===== config.mk =====
export PLATFORM = sky130hd
export DESIGN_NAME = fsm_seqn_sequencer_flat
export DESIGN_NICKNAME = d
export VERILOG_FILES = /design/src/rtl/fsm_seqn_sequencer_if.sv /design/src/rtl/fsm_seqn_sequencer.sv /design/src/flat_wrapper.sv
export SDC_FILE = /design/constraint.sdc
export NUM_CORES = 1
export LEC_CHECK = 0
export BUFFER_PORTS_ARGS = -buffer_cell sky130_fd_sc_hd__buf_2
export CORE_AREA = 2 2 62 64
export CTS_CLUSTER_DIAMETER = 200
export DETAILED_ROUTE_END_ITERATION = 16
export DIE_AREA = 0 0 64 66
export PLACE_DENSITY_LB_ADDON = 0.3
export SYNTH_ARGS = -nofsm -noshare
export SYNTH_HDL_FRONTEND = slang
export SYNTH_SLANG_ARGS = --single-unit

===== constraint.sdc =====
create_clock -name clk -period 2.55 [get_ports clk]
set_clock_uncertainty 0.2 [all_clocks]
set_input_delay 0.51 -clock clk [delete_from_list [all_inputs] [get_ports clk]]
set_output_delay 0.51 -clock clk [all_outputs]
set_load 0.01 [all_outputs]

===== src/rtl/fsm_seqn_sequencer_if.sv =====
// Bus bundle for the ring sequencer: requests in, state and event flags out.
// The bench or parent drives through master; the sequencer sits on slave.
interface fsm_seqn_sequencer_if #(
    parameter int NSTATES = 4,
    parameter int DW      = 16,
    parameter int TMO_W   = 8
);
    localparam int SW = (NSTATES > 1) ? $clog2(NSTATES) : 1;

    logic [NSTATES-1:0] t;
    logic               dir;
    logic               hold;
    logic               ld;
    logic [SW-1:0]      ld_st;
    logic [TMO_W-1:0]   tmo_val;
    logic [SW-1:0]      st;
    logic [NSTATES-1:0] st_oh;
    logic               st_entry;
    logic               wrap;
    logic               ld_err;
    logic [DW-1:0]      dwell;
    logic               tmo;

    modport master (
        output t, dir, hold, ld, ld_st, tmo_val,
        input  st, st_oh, st_entry, wrap, ld_err, dwell, tmo
    );

    modport slave (
        input  t, dir, hold, ld, ld_st, tmo_val,
        output st, st_oh, st_entry, wrap, ld_err, dwell, tmo
    );
endinterface


===== src/rtl/fsm_seqn_sequencer.sv =====
// N-state ring sequencer with load, hold, dwell count and wrap/entry pulses.
// Define FSM_SEQN_TIMEOUT_EN to build the per-state forced-advance timeout.
module fsm_seqn_sequencer #(
    parameter int NSTATES = 4,
    parameter int DW      = 16,
    parameter int TMO_W   = 8
) (
    input logic                 clk,
    input logic                 rst_n,
    fsm_seqn_sequencer_if.slave bus
);
    localparam int SW = (NSTATES > 1) ? $clog2(NSTATES) : 1;
    localparam logic [SW-1:0] LAST = SW'(NSTATES - 1);
    localparam logic [SW:0]   NS_W = (SW + 1)'(NSTATES);

    typedef enum logic [2:0] {
        K_STAY,
        K_LOAD,
        K_STEP,
        K_TMO
    } kind_e;

    logic [SW-1:0]      st_q, st_d;
    logic [NSTATES-1:0] st_oh_q, st_oh_d;
    logic [DW-1:0]      dwell_q, dwell_d;
    logic               st_entry_q, st_entry_d;
    logic               wrap_q, wrap_d;
    logic               ld_err_q, ld_err_d;
    logic               tmo_q, tmo_d;

    kind_e         kind;
    logic          ld_ok;
    logic          bad_st;
    logic          t_cur;
    logic          tmo_hit;
    logic [SW-1:0] st_fwd;
    logic [SW-1:0] st_bwd;
    logic [SW-1:0] st_step;
    logic          wrap_step;

    assign ld_ok  = bus.ld && ({1'b0, bus.ld_st} < NS_W);
    assign bad_st = {1'b0, st_q} >= NS_W;
    assign t_cur  = |(bus.t & st_oh_q);

`ifdef FSM_SEQN_TIMEOUT_EN
    localparam int CW = (DW > TMO_W) ? DW : TMO_W;
    logic [CW-1:0] dwell_x;
    logic [CW-1:0] tv_x;

    assign dwell_x = CW'(dwell_q);
    assign tv_x    = CW'(bus.tmo_val);
    // A state lasts tmo_val cycles: fire when dwell reaches tmo_val-1.
    assign tmo_hit = (bus.tmo_val != '0)
                  && (dwell_x >= tv_x - CW'(1));
`else
    logic unused_tmo_val;

    assign unused_tmo_val = ^bus.tmo_val;
    assign tmo_hit        = 1'b0;
`endif

    always_comb begin
        st_fwd  = (st_q == LAST) ? '0 : st_q + SW'(1);
        st_bwd  = (st_q == '0) ? LAST : st_q - SW'(1);
        st_step = bus.dir ? st_bwd : st_fwd;
        // With two states both directions coincide; 1->0 is the wrap.
        if (NSTATES == 2)
            wrap_step = (st_q == LAST);
        else if (bus.dir)
            wrap_step = (st_q == '0);
        else
            wrap_step = (st_q == LAST);
    end

    always_ff @(posedge clk) begin
        if (!rst_n) begin
            st_q       <= '0;
            st_oh_q    <= NSTATES'(1);
            dwell_q    <= '0;
            st_entry_q <= 1'b0;
            wrap_q     <= 1'b0;
            ld_err_q   <= 1'b0;
            tmo_q      <= 1'b0;
        end else begin
            st_q       <= st_d;
            st_oh_q    <= st_oh_d;
            dwell_q    <= dwell_d;
            st_entry_q <= st_entry_d;
            wrap_q     <= wrap_d;
            ld_err_q   <= ld_err_d;
            tmo_q      <= tmo_d;
        end
    end

    always_comb begin
        st_d = st_q;
        kind = K_STAY;
        if (ld_ok) begin
            st_d = bus.ld_st;
            kind = K_LOAD;
        end else if (bad_st) begin
            st_d = '0;
            kind = K_LOAD;
        end else if (bus.hold) begin
            st_d = st_q;
            kind = K_STAY;
        end else if (t_cur) begin
            st_d = st_step;
            kind = K_STEP;
        end else if (tmo_hit) begin
            st_d = st_step;
            kind = K_TMO;
        end
    end

    always_comb begin
        st_oh_d    = NSTATES'(1) << st_d;
        st_entry_d = (kind != K_STAY);
        wrap_d     = ((kind == K_STEP) || (kind == K_TMO))
                  && wrap_step;
        tmo_d      = (kind == K_TMO);
        ld_err_d   = bus.ld && !ld_ok;
        if (kind != K_STAY)
            dwell_d = '0;
        else if (dwell_q == '1)
            dwell_d = dwell_q;
        else
            dwell_d = dwell_q + DW'(1);
    end

    assign bus.st       = st_q;
    assign bus.st_oh    = st_oh_q;
    assign bus.dwell    = dwell_q;
    assign bus.st_entry = st_entry_q;
    assign bus.wrap     = wrap_q;
    assign bus.ld_err   = ld_err_q;
    assign bus.tmo      = tmo_q;
endmodule


===== src/flat_wrapper.sv =====
// flat-port wrapper written by rule: the top's interface ports become plain ports
module fsm_seqn_sequencer_flat 
#(
    parameter int NSTATES = 4,
    parameter int DW      = 16,
    parameter int TMO_W   = 8
)
  (clk, rst_n, bus_t, bus_dir, bus_hold, bus_ld, bus_ld_st, bus_tmo_val, bus_st, bus_st_oh, bus_st_entry, bus_wrap, bus_ld_err, bus_dwell, bus_tmo);
  fsm_seqn_sequencer_if #(.NSTATES(NSTATES), .DW(DW), .TMO_W(TMO_W)) bus_i ();
  input logic clk;
  input logic rst_n;
  input wire logic [$bits(bus_i.t)-1:0] bus_t;
  input wire logic [$bits(bus_i.dir)-1:0] bus_dir;
  input wire logic [$bits(bus_i.hold)-1:0] bus_hold;
  input wire logic [$bits(bus_i.ld)-1:0] bus_ld;
  input wire logic [$bits(bus_i.ld_st)-1:0] bus_ld_st;
  input wire logic [$bits(bus_i.tmo_val)-1:0] bus_tmo_val;
  output wire logic [$bits(bus_i.st)-1:0] bus_st;
  output wire logic [$bits(bus_i.st_oh)-1:0] bus_st_oh;
  output wire logic [$bits(bus_i.st_entry)-1:0] bus_st_entry;
  output wire logic [$bits(bus_i.wrap)-1:0] bus_wrap;
  output wire logic [$bits(bus_i.ld_err)-1:0] bus_ld_err;
  output wire logic [$bits(bus_i.dwell)-1:0] bus_dwell;
  output wire logic [$bits(bus_i.tmo)-1:0] bus_tmo;
  assign bus_i.t = bus_t;
  assign bus_i.dir = bus_dir;
  assign bus_i.hold = bus_hold;
  assign bus_i.ld = bus_ld;
  assign bus_i.ld_st = bus_ld_st;
  assign bus_i.tmo_val = bus_tmo_val;
  assign bus_st = bus_i.st;
  assign bus_st_oh = bus_i.st_oh;
  assign bus_st_entry = bus_i.st_entry;
  assign bus_wrap = bus_i.wrap;
  assign bus_ld_err = bus_i.ld_err;
  assign bus_dwell = bus_i.dwell;
  assign bus_tmo = bus_i.tmo;
  fsm_seqn_sequencer #(.NSTATES(NSTATES), .DW(DW), .TMO_W(TMO_W)) u_core (.clk(clk), .rst_n(rst_n), .bus(bus_i));
endmodule

==> results summary <==
The run finished with clean final reports. The accumulated negative setup slack is 0 ns. In this run, CTS created clock tree buffers numbering 3. For this configuration, the core starts out at a cell density of approximately a third. Of the total synthesized cell area, the portion taken by AND, OR, NAND and NOR gates is between 20% and 30%. By area, the combinational part of the netlist is dominated by simple AND/OR/NAND/NOR gates.

The fraction of the mapped netlist area in compound gates is 15.1%. The number of optimization iterations in the first detailed-route pass is 4. Yosys attributes the largest share of cell area to sky130_fd_sc_hd__dfxtp_1, sky130_fd_sc_hd__nor2_1, sky130_fd_sc_hd__a21oi_1. The net count of the finished layout is approximately 200.

Summing all flip-flop and latch instances after layout gives about 500 sq um. Prior to clock tree synthesis, the placed netlist has a worst setup slack of ~0.57 ns. The final global-route overflow total is 0. The placement row count is 22.

The total I/O pin count came out at 45. The maximum count of clock buffers along a single path came out at 2. The DRC violation count after routing is 0.

In this run, synthesis inferred 0 flip-flops with an integrated enable. For this design the ratio of total power to cell area is 465 nW/um^2. The adder-cell share of the synthesized area is 3.12%.

The number of max-cap violations came out at 0. The hold slack came out at approximately 0.22 ns. The relative slew slack is 66.2%. The data arrival time at the worst-slack endpoint is between 2 and 2.5 ns. Dividing the final minimum period by the clock period gives between 70% and 80%. The reported leakage power is between 0.6 and 0.7 nW. The slew of the pin with the lowest slew margin came out at ~0.50 ns. The first routing iteration left 41 violations. The number of global-route vias before repair is about 1k. In the final layout, the share of cells above drive strength 1 is between 20% and 30%. The count of buffers inserted at the top-level ports is 35. The worst setup path is launched from a flip-flop. For the worst setup path, the data required time is 2.61 ns. The cell count after synthesis came out at 135. The post-detailed-route via-to-cell ratio came out at between 4 and 5. The detailed router placed 1075 vias in this run. Gates resized during post-CTS repair numbered 0. The synthesized design spends more area on one cell type than any other, namely sky130_fd_sc_hd__dfxtp_1. The critical path starts at u_core.bus.dwell[0]. The flip-flop and latch count after synthesis came out at 25.

The async set-or-reset flop fraction in the synthesized netlist came out at 0%. The number of diodes is 0. Summing the areas of all xor and xnor instances in the mapped netlist gives 2.91% of the synthesized area. The insertion delay to the later sink of the worst-skew pair came out at between 0.3 and 0.4 ns. The design internal power came out at between 0.5 and 0.6 mW.

CTS saw 25 sinks. The depth of the CTS H-tree is 1. The global-route usage over all layers is about 13%. The number of nets still failing antenna checks after routing is 0. Setup violations remaining at the end of the flow were counted as 0. The share of the yosys chip area belonging to registers came out at around two fifths. The highest ir drop seen on vdd is approximately 0.18 mV. STA classifies the critical path endpoint as a flip-flop.

The met2 global-route usage came out at between 20% and 30%. The critical path in this run is classified as reg -> reg. The clock network is responsible for a little over a quarter of the overall power. Of all nets on the critical path, the largest fanout is 5. The tree is rooted in a sky130_fd_sc_hd__clkbuf_4. The die covers ~4200 sq um.

The clock slew at the register clock pins of the worst setup and hold paths is around 0.14 ns. The fraction of post-synthesis cell area in the top cell type by area came out at a little over two fifths. The core region is about 3600 sq um.

The minimum period implied by the final worst setup slack is 2.02 ns. The number of setup buffers added after CTS is 0. Wires add up to approximately 2.5 mm. The top flip-flop cell by instance count after synthesis is sky130_fd_sc_hd__dfxtp_1. Leaving out fill and tap cells, the most frequent cells in the layout are sky130_fd_sc_hd__buf_2, sky130_fd_sc_hd__dfxtp_1, sky130_fd_sc_hd__nor2_1, sky130_fd_sc_hd__a21oi_1, sky130_fd_sc_hd__nand3_1. The library cell used most frequently in the layout, excluding fill and tap cells, is sky130_fd_sc_hd__buf_2. Derived from the worst setup path, the maximum achievable clock frequency is between 400 and 500 MHz. The proportion of power drawn by combinational gates came out at 12.9%. In the global route stage, met3 resource usage came out at under 10%. In the final routed layout, each cell accounts on average for 11.5 um. The post-synth design cell area is roughly 1200 sq um.

Setup repair after global routing left no endpoint under its margin. The final weighted congestion in routability-driven placement is 0.762. The initial antenna violation count is 0. The number of max-slew violations in the final report was 0.

The die width came out at around 64 um. The chip height came out at ~66 um. The share of total power consumed by net switching came out at between 20% and 30%.

The signed area change from the synthesized netlist to the final layout came out at 21.6%. The number of hold buffers added after cts is 0. The wire length of the first global-routing pass is about 4.3 mm. The final-report hold violation count was 0. After synthesis, the share of cell area in mux cells is 5.20%.

The final-layout fill cell count came out at 375. For this design the total switching power over the nets is approximately 0.18 mW. The sum of internal, switching and leakage power is about 0.68 mW. Summed over all nets, the half-perimeter wirelength after detailed placement is about 1.9 mm. In this run the most used layer during global routing was met2.

The number of distinct library cell variants in the gate-level netlist after synthesis came out at 37. The worst register-to-register path begins at u_core.bus.dwell[0]. The worst setup margin is 0.534 ns. The maximum number of pins on one net before global-route repair is 17. The kind of path behind the tightest hold check is in -> reg. In this run the most critical hold path is launched from bus_ld.

Global routing used 17.1% of the available met1 tracks. The post-synthesis average cell area came out at approximately 9 sq um. The number of warnings issued by yosys is 0. TritonCTS built the clock tree. Summing all multi-input logic gate instances after layout gives about 670 sq um.

Of the total power, registers draw between 60% and 70%.
synth_stat cells, drive strengths merged (3+ instances only):
| cell | count |
|---|---|
| nand4 | 4 |
| or3 | 5 |
| or4 | 3 |
| a211oi | 4 |
| dfxtp | 25 |
| nor3 | 7 |
| nor4 | 5 |
| o31ai | 3 |
| a21oi | 11 |
| nor2 | 15 |
| mux2i | 4 |
| nand2 | 5 |
| ha | 3 |
| nand3 | 8 |
| inv | 6 |
| o21ai | 4 |
critical path, stage by stage, from the launching register on:
cell	delay, ns
sky130_fd_sc_hd__dfxtp_1	0.44
sky130_fd_sc_hd__ha_1	0.25
sky130_fd_sc_hd__nand3_1	0.20
sky130_fd_sc_hd__or2_1	0.32
sky130_fd_sc_hd__or4_1	0.41
sky130_fd_sc_hd__a21oi_1	0.15
registers in the layout (all words and copies together) (netlist names):
signal / flops
u_core.bus.dwell: 16
u_core.bus.st: 2
u_core.bus.st_entry: 1
u_core.bus.st_oh: 4
u_core.bus.tmo: 1
u_core.bus.wrap: 1
through the flow:
step | instance area [sq um] | utilization, % | std cells
2_1_floorplan | 1210 | - | 136
3_3_place_gp | 1430 | 40.3 | 217
4_1_cts | 1460 | 41.2 | 221
5_1_grt | 1460 | 41.2 | 221
3_5_place_dp | 1430 | 40.3 | 217
6_report | 1460 | 41.2 | 221
logic make-up after synthesis:
| kind of cell | Yosys count |
|---|---|
| simple gates | 58 |
| flops | 25 |
| buf+inv | 9 |
| other cells | 1 |
| xor+xnor | 4 |
| fa+ha+maj | 3 |
| compound gates | 29 |
| mux | 6 |
final timing paths:
check,cells past startpoint,to,slack [ns]
max,5,u_core.bus.dwell[10],0.53
max reg2reg,5,u_core.bus.dwell[10],0.53
min reg2reg,2,u_core.bus.dwell[11],0.34
min,2,u_core.bus.wrap,0.22
final cells by class:
class	instances	area share (%)
multi-input cells	102	45.6
clock buffers	3	1.54
flip-flops and latches	25	34.2
clock inverters	1	0.513
well taps	48	4.11
repair buffers	36	12.5
inverters	6	1.54
power by group through the flow:
stage,sequential (mW),clock (mW),combinational (mW)
2_1_floorplan,0.426,0,0.0512
3_3_place_gp,0.420,0,0.0864
3_5_place_dp,0.421,0,0.0880
4_1_cts,0.412,0.194,0.0885
5_1_grt,0.415,0.214,0.0997
6_report,0.412,0.180,0.0876
layer usage:
| metal | routed length (um) | up-vias | share of wire (%) |
|---|---|---|---|
| met5 | 0 | - | 0 |
| met4 | 17 | 0 | 0.67 |
| met3 | 100 | 2 | 3.9 |
| met2 | 1160 | 19 | 46 |
| met1 | 1260 | 479 | 50 |
| li1 | - | 575 | - |
Power figures use the tool's default switching activity.
